$ cat src/rtl/div_unit.sv
// div_unit: multi-cycle restoring radix-2 integer divider (DIV/DIVU responder).
//
// The ALU raises validIn with SrcA (dividend), SrcB (divisor) and sign while
// the unit is idle. The unit divides magnitudes over WIDTH steps, applies the
// sign fix-up, and returns quotient on Lo and remainder on Hi with a one-cycle
// validOut pulse. Division truncates toward zero; the remainder takes the
// dividend's sign. A zero divisor returns Hi = SrcA, Lo = all ones.
//
// Ports:
//   clk       system clock, rising edge
//   reset     synchronous active-high reset; aborts any operation in flight
//   validIn   request, sampled only in IDLE
//   sign      1 = signed (DIV), 0 = unsigned (DIVU)
//   SrcA      dividend
//   SrcB      divisor
//   validOut  one-cycle result pulse (registered)
//   Hi        remainder (registered, held)
//   Lo        quotient (registered, held)
//   busy      high while iterating or fixing up signs (registered)
module div_unit #(
    parameter int WIDTH = 32
) (
    input  logic             clk,
    input  logic             reset,
    input  logic             validIn,
    input  logic             sign,
    input  logic [WIDTH-1:0] SrcA,
    input  logic [WIDTH-1:0] SrcB,
    output logic             validOut,
    output logic [WIDTH-1:0] Hi,
    output logic [WIDTH-1:0] Lo,
    output logic             busy
);

    localparam int CW = $clog2(WIDTH + 1);

    typedef enum logic [1:0] {IDLE, BUSY, FIXUP, DONE} state_t;

    state_t           state_q, state_d;
    logic [CW-1:0]    cnt_q, cnt_d;
    logic [WIDTH-1:0] rem_q, rem_d;
    logic [WIDTH-1:0] quo_q, quo_d;
    logic [WIDTH-1:0] dvs_q, dvs_d;
    logic [WIDTH-1:0] hi_q, hi_d;
    logic [WIDTH-1:0] lo_q, lo_d;
    logic             qneg_q, qneg_d;
    logic             rneg_q, rneg_d;
    logic             vout_q, vout_d;
    logic             busy_q, busy_d;

    // Operand magnitudes: negate only signed operands with the msb set.
    logic             a_neg, b_neg, b_zero;
    logic [WIDTH-1:0] abs_a, abs_b;

    assign a_neg  = sign & SrcA[WIDTH-1];
    assign b_neg  = sign & SrcB[WIDTH-1];
    assign abs_a  = a_neg ? -SrcA : SrcA;
    assign abs_b  = b_neg ? -SrcB : SrcB;
    assign b_zero = (SrcB == '0);

    // One restoring step. The shifted remainder can reach 2*divisor-1, so the
    // trial subtract is done one bit wider and its msb is the borrow.
    logic [WIDTH:0] shl, trial;

    assign shl   = {rem_q, quo_q[WIDTH-1]};
    assign trial = shl - {1'b0, dvs_q};

    // State register and all datapath registers.
    always_ff @(posedge clk) begin
        if (reset) begin
            state_q <= IDLE;
            cnt_q   <= '0;
            rem_q   <= '0;
            quo_q   <= '0;
            dvs_q   <= '0;
            hi_q    <= '0;
            lo_q    <= '0;
            qneg_q  <= 1'b0;
            rneg_q  <= 1'b0;
            vout_q  <= 1'b0;
            busy_q  <= 1'b0;
        end else begin
            state_q <= state_d;
            cnt_q   <= cnt_d;
            rem_q   <= rem_d;
            quo_q   <= quo_d;
            dvs_q   <= dvs_d;
            hi_q    <= hi_d;
            lo_q    <= lo_d;
            qneg_q  <= qneg_d;
            rneg_q  <= rneg_d;
            vout_q  <= vout_d;
            busy_q  <= busy_d;
        end
    end

    // Next-state logic.
    always_comb begin
        state_d = state_q;
        unique case (state_q)
            IDLE:    if (validIn) state_d = b_zero ? DONE : BUSY;
            BUSY:    if (cnt_q == CW'(WIDTH - 1)) state_d = FIXUP;
            FIXUP:   state_d = DONE;
            DONE:    state_d = IDLE;
            default: state_d = IDLE;
        endcase
    end

    // Output flags are registered, decoded from the state being entered.
    always_comb begin
        vout_d = (state_d == DONE);
        busy_d = (state_d == BUSY) || (state_d == FIXUP);
    end

    // Datapath next-state.
    always_comb begin
        cnt_d  = cnt_q;
        rem_d  = rem_q;
        quo_d  = quo_q;
        dvs_d  = dvs_q;
        hi_d   = hi_q;
        lo_d   = lo_q;
        qneg_d = qneg_q;
        rneg_d = rneg_q;
        unique case (state_q)
            IDLE: begin
                if (validIn) begin
                    qneg_d = sign & (SrcA[WIDTH-1] ^ SrcB[WIDTH-1]);
                    rneg_d = a_neg;
                    dvs_d  = abs_b;
                    quo_d  = abs_a;
                    rem_d  = '0;
                    cnt_d  = '0;
                    if (b_zero) begin
                        // Divide by zero answers immediately, sign ignored.
                        hi_d = SrcA;
                        lo_d = '1;
                    end
                end
            end
            BUSY: begin
                cnt_d = cnt_q + CW'(1);
                if (!trial[WIDTH]) begin
                    rem_d = trial[WIDTH-1:0];
                    quo_d = {quo_q[WIDTH-2:0], 1'b1};
                end else begin
                    rem_d = shl[WIDTH-1:0];
                    quo_d = {quo_q[WIDTH-2:0], 1'b0};
                end
            end
            FIXUP: begin
                lo_d = qneg_q ? -quo_q : quo_q;
                hi_d = rneg_q ? -rem_q : rem_q;
            end
            default: ;
        endcase
    end

    assign validOut = vout_q;
    assign busy     = busy_q;
    assign Hi       = hi_q;
    assign Lo       = lo_q;

endmodule
$ cat config.mk
export PLATFORM = sky130hd
export DESIGN_NAME = div_unit
export DESIGN_NICKNAME = d
export VERILOG_FILES = /design/src/rtl/div_unit.sv
export SDC_FILE = /design/constraint.sdc
export NUM_CORES = 1
export LEC_CHECK = 0
export CAP_MARGIN = 10
export CORE_AREA = 10 10 160 162
export CTS_CLUSTER_DIAMETER = 40
export CTS_CLUSTER_SIZE = 30
export DETAILED_ROUTE_END_ITERATION = 16
export DIE_AREA = 0 0 170 172
export GPL_TIMING_DRIVEN = 0
export PLACE_DENSITY = 0.75
export REMOVE_ABC_BUFFERS = 1
export SLEW_MARGIN = 0
export SYNTH_ARGS = -nofsm -noshare
export SYNTH_HDL_FRONTEND = slang
export SYNTH_SLANG_ARGS = --single-unit
$ cat constraint.sdc
create_clock -name clk -period 3.72 [get_ports clk]
set_clock_uncertainty 0.2 [all_clocks]
set_input_delay 0.372 -clock clk [delete_from_list [all_inputs] [get_ports clk]]
set_output_delay 0.372 -clock clk [all_outputs]
set_load 0.01 [all_outputs]
==> impl_metrics.ini, run 1 <==
[logic_synthesis]
async_reset_ff_share_pct = 0
synth_edf_count = 0
yosys_most_used_dff = dfxtp_1
syn_area_sq_um = 11060
ys_seq_area_share_pct = 31.12
avgSynthCellArea_sq_um = 7.668
yosysWarnings = 0
syn_inst = 1443
ys_ff_latch = 172
synth_cell_types = 73

[route]
routed_wirelength_mm = 29.79
ant_nets = 0
vias = 10510
wl_per_cell_um = 16.43
drc = 0
drt-initial-drc-count = 862
avgViaCountPerCell = 5.794
firstDrtPassIters = 5

[place]
place_hpwl_mm = 22.17
gp_congestion = 0.9284
dp_cells = 1775
io_buffer_count = 133

[timing]
rsz0062_at_grt = false
max_freq_mhz = 285.0
timing.final.crit_share_pct = 94.33
worst_slew_pin_slew_ns = 1.152
setup_viol = 0
relSlewSlack_pct = 23.08
timing.hold.ws_ns = 0.06267
period_minus_slack_ns = 3.509
finalMaxSlewViolations = 0
hold_violations = 0

[min_path]
hold_class = primary input to flip-flop
min_from = reset
hold_depth = 2

[floorplanning]
fp-row-count = 55
die-area_sq_um = 29240
coreArea_sq_um = 22370
ios = 134
die_w_um = 170
start_util_pct = 49.47
die_h_um = 172

[clock_network]
clk_pin_slew_ns = 0.07
cts_htree_levels = 4
cts_tree = done
cts_buffer_depth = 2
cts_sinks = 172
cts-root-buf = clkbuf_16
ctsHoldBuffers = 0
insertion_delay_ns = 0.43
cts_buffers = 17

[cells_and_area]
stdcell_count = 1813
nets = 1622
diodes = 0
drive_gt1_share_pct = 5.105
final_util_pct = 59.13
area_growth_pct = 19.53

[worst_setup_path]
rr_worst_depth = 12
endpoint_kind = flip-flop
critical_path_class = primary input to flip-flop
cp-start-kind = primary input
slowest_stage = or4_4
crit-reg2reg-launch = quo_q[31]$_SDFFE_PP0P_
worstPathCellList = clkdlybuf4s50_1, or4_4, or3_4, nor3_2, and3_2, a21oi_2, or2_4, o31ai_1, ha_1, nor2b_1
slowest_delay_ns = 0.58
required_ns = 3.82
path_max_fanout = 31
crit_start = SrcB[10]
cp.arrival_ns = 3.61

[global_routing]
track_usage_pct = 19.72
grt_pass1_wl_mm = 48.04
antenna_found_initial = 0
overflow = 0
grt_max_degree = 116
grt_pass1_vias = 9744

[power]
pwr_density_cell_nw_per_um2 = 395.0
power.leakage_nw = 4.612
peakVddDrop_v = 0.0002299

[job]
drv_cap = 0

[outcome]
outcome = finished clean
cells by family after synthesis:
kind of cell	count (synthesis)	synth area share, %
muxes	18	1.640
xor gates and xnor gates	139	11.00
AOI/OAI and AO/OA	462	26.98
buffers and inverters	147	5.304
and+or+nand+nor	466	19.47
DFF	172	31.12
adders and majority gates	39	4.478
metal layers:
metal	vias to the layer above	global-route usage (%)	routed length, um
li1	5338	-	-
met1	4818	24.55	13260
met2	304	33.92	14140
met3	45	2.941	1730
met4	0	7.056	656
met5	-	0	0
worst max-delay path, delay by kind of cell:
family / cells / cell delay (ns)
and+or+nand+nor: 6 / 2.05
AOI/OAI and AO/OA: 2 / 0.35
buffers and inverters: 1 / 0.49
adders and majority gates: 1 / 0.33
sequential cells by signal, indices dropped and copies added (netlist names):
signal and count:
Lo 32, Hi 32, rneg_q 1, cnt_q 6
validOut 1, qneg_q 1, busy 1, rem_q 32
dvs_q 32, state_q 2, quo_q 32
metrics by stage:
step	worst slack, ns	power (W)	setup TNS (ns)	area (sq um)
floorplan	-1.051	0.003069	-80.63	10680
global placement	-4.273	0.003447	-455.94	12360
detailed placement	-0.8855	0.003494	-29.08	12580
CTS	0.09154	0.005227	0	13180
global route	0.01117	0.005484	0	13230
finish	0.2108	0.005224	0	13230
cell usage in the layout (no fill, tap or decap), drive strengths merged, types with 26 or more instances in the layout:
cell / count
nor3: 29
nand3: 30
xor2: 75
o211ai: 26
a211oi: 60
dfxtp: 172
xnor2: 64
inv: 53
a21oi: 137
clkdlybuf4s50: 132
ha: 38
nand2: 162
o21ai: 88
o31ai: 27
a22oi: 30
nor2: 145
Yosys cell counts, types with 13 or more instances:
library cell / number / area share [%]
nand2b_1: 13 / 0.74
o21ai_0: 86 / 3.9
dfxtp_1: 172 / 31
a21oi_1: 136 / 6.2
nand3_1: 30 / 1.4
xnor2_1: 64 / 5.1
nor2b_1: 16 / 0.90
clkbuf_1: 72 / 2.4
buf_2: 13 / 0.59
o41ai_1: 18 / 1.4
o211ai_1: 26 / 1.8
nand2_1: 162 / 5.5
mux2i_1: 17 / 1.5
nor2_1: 144 / 4.9
nor3_1: 28 / 1.3
xor2_1: 75 / 5.9
ha_1: 38 / 4.3
o31ai_1: 25 / 1.7
inv_1: 52 / 1.8
a211oi_1: 59 / 4.0
a22oi_1: 30 / 2.0
final cells by class:
type / count / area [sq um]
clock buffer: 20 / 456.7
clock inverter: 12 / 116.4
fill: 2044 / 9140
inverter: 53 / 198.9
multi-input combinational: 1125 / 7109
sequential: 172 / 3445
tap: 285 / 356.6
timing repair buffer: 146 / 1543
power by group:
part	leakage [nW]	switching (W)	internal [W]
clock network	0.265	0.000784	0.000962
registers	1.40	0.000120	0.00193
logic	2.95	0.000816	0.000613
total	4.61	0.00172	0.00350
worst paths after layout:
check	endpoint	slack (ns)
worst max-delay path	busy$_SDFF_PP0_	0.21
worst min-delay path	Lo[31]$_SDFFE_PP0P_	0.06
worst max register to register	rem_q[14]$_SDFFE_PP0P_	0.26
worst min register to register	Hi[28]$_SDFFE_PP0P_	0.25
repair_timing:
action,CTS,global route
resized for setup,3,4
endpoints found under the setup margin,49,70
cloned,0,1
pin swaps,1,1
buffers inserted,2,3
No activity file was read; power rests on OpenSTA's default activity.
==> run 2, diff against run 1 <==
Settings changed: CORE_AREA 10 10 160 162 to 3 3 153 155, DIE_AREA 0 0 170 172 to 0 0 156 158, PLACE_DENSITY 0.75 to 0.77.
==> run 2 against run 1 <==
  * Hold slack better by 0.0075 ns
  * Cell area is 0.59% lower
  * Final cell count is 0.39% lower
  * Critical path depth stayed put
  * Via count is 0.95% higher
  * Fmax is 2.0% lower
  * Critical endpoint unchanged
==> impl_metrics.ini, run 2 (synthesis results as in run 1) <==
[outcome]
outcome = finished clean

[clock_network]
cts_buffer_depth = 2
ctsHoldBuffers = 0
insertion_delay_ns = 0.43
cts-root-buf = clkbuf_16
clk_pin_slew_ns = 0.06
cts_buffers = 17
cts_sinks = 172
cts_tree = done
cts_htree_levels = 4

[timing]
worst_slew_pin_slew_ns = 1.195
timing.final.crit_share_pct = 96.22
setup_viol = 0
fin_ws_ns = 0.1405
finalMaxSlewViolations = 0
relSlewSlack_pct = 20.25
period_minus_slack_ns = 3.580
tns_ns = 0
max_freq_mhz = 279.4
rsz0062_at_grt = false
timing.hold.ws_ns = 0.07020
hold_violations = 0

[power]
p_sw_w = 0.001727
power.leakage_nw = 4.579
pwr_density_cell_nw_per_um2 = 395.4
power.combinational.fraction_pct = 27.8
power_frac_clock_pct = 32.8
peakVddDrop_v = 0.0002195
p_seq_share_pct = 39.4
internal_power_w = 0.003472
sw_frac_of_total_pct = 33.23

[route]
ant_nets = 0
drc = 0
routed_wirelength_mm = 29.15
drt-initial-drc-count = 739
firstDrtPassIters = 5
avgViaCountPerCell = 5.872
vias = 10610
wl_per_cell_um = 16.14

[job]
drv_cap = 0

[global_routing]
track_usage_pct = 23.26
overflow = 0
antenna_found_initial = 0
grt_pass1_wl_mm = 47.85
grt_pass1_vias = 9679
grt_max_degree = 116

[cells_and_area]
area_growth_pct = 18.83
drive_gt1_share_pct = 4.718
nets = 1620
final_util_pct = 59.87
layout_common_cells = dfxtp_1 (172), nand2_1 (162), nor2_1 (141), a21oi_1 (135), clkdlybuf4s50_1 (132)
diodes = 0
mostFrequentLayoutCell = dfxtp_1

[place]
place_hpwl_mm = 21.24
io_buffer_count = 133
gp_congestion = 0.8867
pre_cts_slack_ns = -0.7591

[floorplanning]
start_util_pct = 50.39
die-area_sq_um = 24650
coreArea_sq_um = 21960
fp-row-count = 54
ios = 134
die_h_um = 158
die_w_um = 156

[worst_setup_path]
required_ns = 3.82
cp.arrival_ns = 3.68
critical_path_class = primary input to flip-flop
path_max_fanout = 31
cp-start-kind = primary input
rrSetupSlack_ns = 0.23
crit_start = SrcB[10]
endpoint_kind = flip-flop
crit-reg2reg-launch = quo_q[31]$_SDFFE_PP0P_

[min_path]
hold_class = primary input to flip-flop
min_from = reset
[run 2: changes by cell type in the layout (fill, tap and decap cells not counted), moves of 2 or more]
cell	before	now
clkinv_4	4	0
inv_6	1	4
clkbuf_1	1	3
clkbuf_8	2	0
[run 2: layout make-up]
type	instances	area [sq um]
fillers	1956	8811
multi-input cells	1125	7099
flip-flops and latches	172	3443
repair buffers	144	1504
clock buffers	20	436.7
well taps	280	350.3
inverters	53	198.9
clock inverters	12	115.1
[run 2: timing repair]
action | in CTS | in global routing
gates resized for setup | 2 | 2
pin swaps | 0 | 2
gates cloned | 0 | 1
buffers inserted | 0 | 4
endpoints found under the setup margin | 7 | 43
[run 2: worst max-delay path, stage by stage]
cell and delay, ns:
clkdlybuf4s50_1 0.48, or4_4 0.58, or3_4 0.35, nor3_2 0.23
and3_1 0.40, a21oi_2 0.17, or2_4 0.42, o31ai_1 0.20
ha_1 0.33, nor2b_1 0.13
[run 2: layer usage]
metal | track usage, % | up-vias | part of all wire [%]
met5 | 0 | - | 0
li1 | - | 5343 | -
met3 | 4.101 | 47 | 6.1
met2 | 39.36 | 358 | 47
met1 | 30.78 | 4857 | 45
met4 | 6.056 | 0 | 1.9
[run 2: stage by stage]
step	instances	instance area [sq um]	total power, W
6_report	1806	13150	0.005199
5_1_grt	1806	13150	0.005471
4_1_cts	1801	13100	0.005184
3_5_place_dp	1769	12540	0.003492
3_3_place_gp	1762	12360	0.003450
2_1_floorplan	1349	10680	0.003069
[run 2: power groups by stage]
stage	combinational, W	clock [W]	sequential (W)
floorplan	0.00102	0	0.00205
global placement	0.00137	0	0.00208
detailed placement	0.00140	0	0.00209
CTS	0.00141	0.00173	0.00205
global route	0.00161	0.00180	0.00206
finish	0.00145	0.00170	0.00205
[run 2: worst paths after layout]
check / end / depth (start not counted)
max reg2reg: rem_q[30]$_SDFFE_PP0P_ / 12
max: busy$_SDFF_PP0_ / 10
min: Lo[27]$_SDFFE_PP0P_ / 2
min reg2reg: Hi[10]$_SDFFE_PP0P_ / 2
==> variant, RTL diff (config.mk and constraints of run 1) <==
Set the parameter `WIDTH` to 16 (it was 32).
--- a/src/rtl/div_unit.sv
+++ b/src/rtl/div_unit.sv
@@ -19,5 +19,5 @@
 //   busy      high while iterating or fixing up signs (registered)
 module div_unit #(
-    parameter int WIDTH = 32
+    parameter int WIDTH = 16
 ) (
     input  logic             clk,
Ports: changed (resized Hi, Lo, SrcA and SrcB); port bits go from 134 to 70. No check against the original RTL was run, so the function may have changed too.
==> variant against run 1 <==
- synthesized cell count fell by 53%
- count of clock-buffer cells in the layout fell by 10
- power fell by 48%
- hold slack improved by 200 ps
- largest power group unchanged
- routed wire length fell by 49%
- largest cell class unchanged
- maximum frequency rose by 5.9%
- cell area fell by 48%
- sequential cell count fell by 81
- worst setup slack improved by 200 ps
- clock power fell by 48%
- area after synthesis fell by 49%
==> variant: results (changes against run 1) <==
| Metric | Value |
|---|---|
| Switching Share | 32.23% (was 32.94%) |
| Via density | 4.959 (was 5.794) |
| Gr usage total | 10.32% (was 19.72%) |
| Worst path slowest cell | nand3_2 (was or4_4) |
| Top cells by count, synth | dfxtp_1 (91), nor2_1 (76), nand2_1 (53) (was dfxtp_1 (172), nand2_1 (162), nor2_1 (144)) |
| Vias in the first global route | 4730 (was 9744) |
| Met3 wire length | 1284 um (was 1730 um) |
| CP Class | register to register (was input port to register) |
| Worst skew pair latency | 350 ps (was 430 ps) |
| M1 WL | 6792 um (was 13260 um) |
| Post-synthesis xor/xnor area fraction | 9.754% (was 11.00%) |
| GR Layer Usage met1 | 13.21% (was 24.55%) |
| Mapped Cells | 682 (was 1443) |
| Clock power frac | 33.8% (was 33.4%) |
| Wirelength per Cell | 14.91 um (was 16.43 um) |
| Final Net Count | 787 (was 1622) |
| Htree depth | 3 (was 4) |
| Slowest cell delay on critical path | 450 ps (was 580 ps) |
| CTS buffer count | 9 (was 17) |
| Setup WS pre-CTS | 121.3 ps (was -885.5 ps) |
| Post-synthesis adder-cell area fraction | 5.441% (was 4.478%) |
| Seq/Total Area, Yosys | 32.21% (was 31.12%) |
| Routability cong. | 0.8710 (was 0.9284) |
| Worst hold path type | register to register (was input port to register) |
| Outcome | finished clean (unchanged) |
| Dpl cell area | 0.006600 mm2 (was 0.01258 mm2) |
| Met2 wire len | 6900 um (was 14140 um) |
| TritonRoute pass-1 iters | 7 (was 5) |
| Least-Margin Pin Slew | 1213 ps (was 1152 ps) |
| M2 GR Usage | 16.64% (was 33.92%) |
| Peak Freq | 0.3019 GHz (was 0.2850 GHz) |
| Non-filler cells in the finished layout | 1017 (was 1813) |
| Worst Path Arrival | 3330 ps (was 3610 ps) |
| Share of cells above drive strength 1 | 6.011% (was 5.105%) |
| Setup Fix Bufs, Post-CTS | 0 (was 2) |
| Crit path from | quo_q[15] (was SrcB[10]) |
| # port buffers | 69 (was 133) |
| Compound-Gate Fraction of Synth Area | 22.54% (was 26.98%) |
| First-pass GRT wire length | 24550 um (was 48040 um) |
| Synth unique cells | 65 (was 73) |
| Worst Setup EP | rem_q[12] (was busy) |
| DP HPWL | 11570 um (was 22170 um) |
| R2R depth | 10 (was 12) |
| Total grt overflow | 0 (unchanged) |
| Critical-path maximum fanout | 21 (was 31) |
| Post-CTS Resized | 0 (was 3) |
| Worst IR Drop VDD | 0.0001962 V (was 0.0002299 V) |
| Leak pwr | 2.514 nW (was 4.612 nW) |
| Drt first-iter violations | 374 (was 862) |
| Multiplexer share of the synthesized area | 5.309% (was 1.640%) |
| Comb power | 0.000693 W (was 0.00143 W) |
| Largest net degree at the start of global routing | 50 (was 116) |
| R2R Setup Slk | 410 ps (was 260 ps) |
[variant: changes by cell type after synthesis, moves of 44 or more]
cell      change
a21oi_1     -109
dfxtp_1      -81
o21ai_0      -46
xor2_1       -48
nor2_1       -68
clkbuf_1     -44
nand2_1     -109
[variant: worst min path at each step]
stage                         start         to  slack (ps)  cells after the start
after floorplan           dvs_q[15]  dvs_q[15]         230                      2
after CTS                 dvs_q[15]  dvs_q[15]         270                      2
after global placement    dvs_q[15]  dvs_q[15]         240                      2
after global routing      dvs_q[15]  dvs_q[15]         310                      2
after detailed placement  dvs_q[15]  dvs_q[15]         260                      2
final                     dvs_q[15]  dvs_q[15]         270                      2
[variant: cell type report]
type | count | area (um2)
Timing Repair Buffer | 74 | 790.8
Fill cell | 2316 | 15440
Sequential cell | 91 | 1822
Multi-Input combinational cell | 523 | 3553
Tap cell | 285 | 356.6
Clock buffer | 10 | 239.0
Inverter | 28 | 105.1
Clock inverter | 6 | 53.80
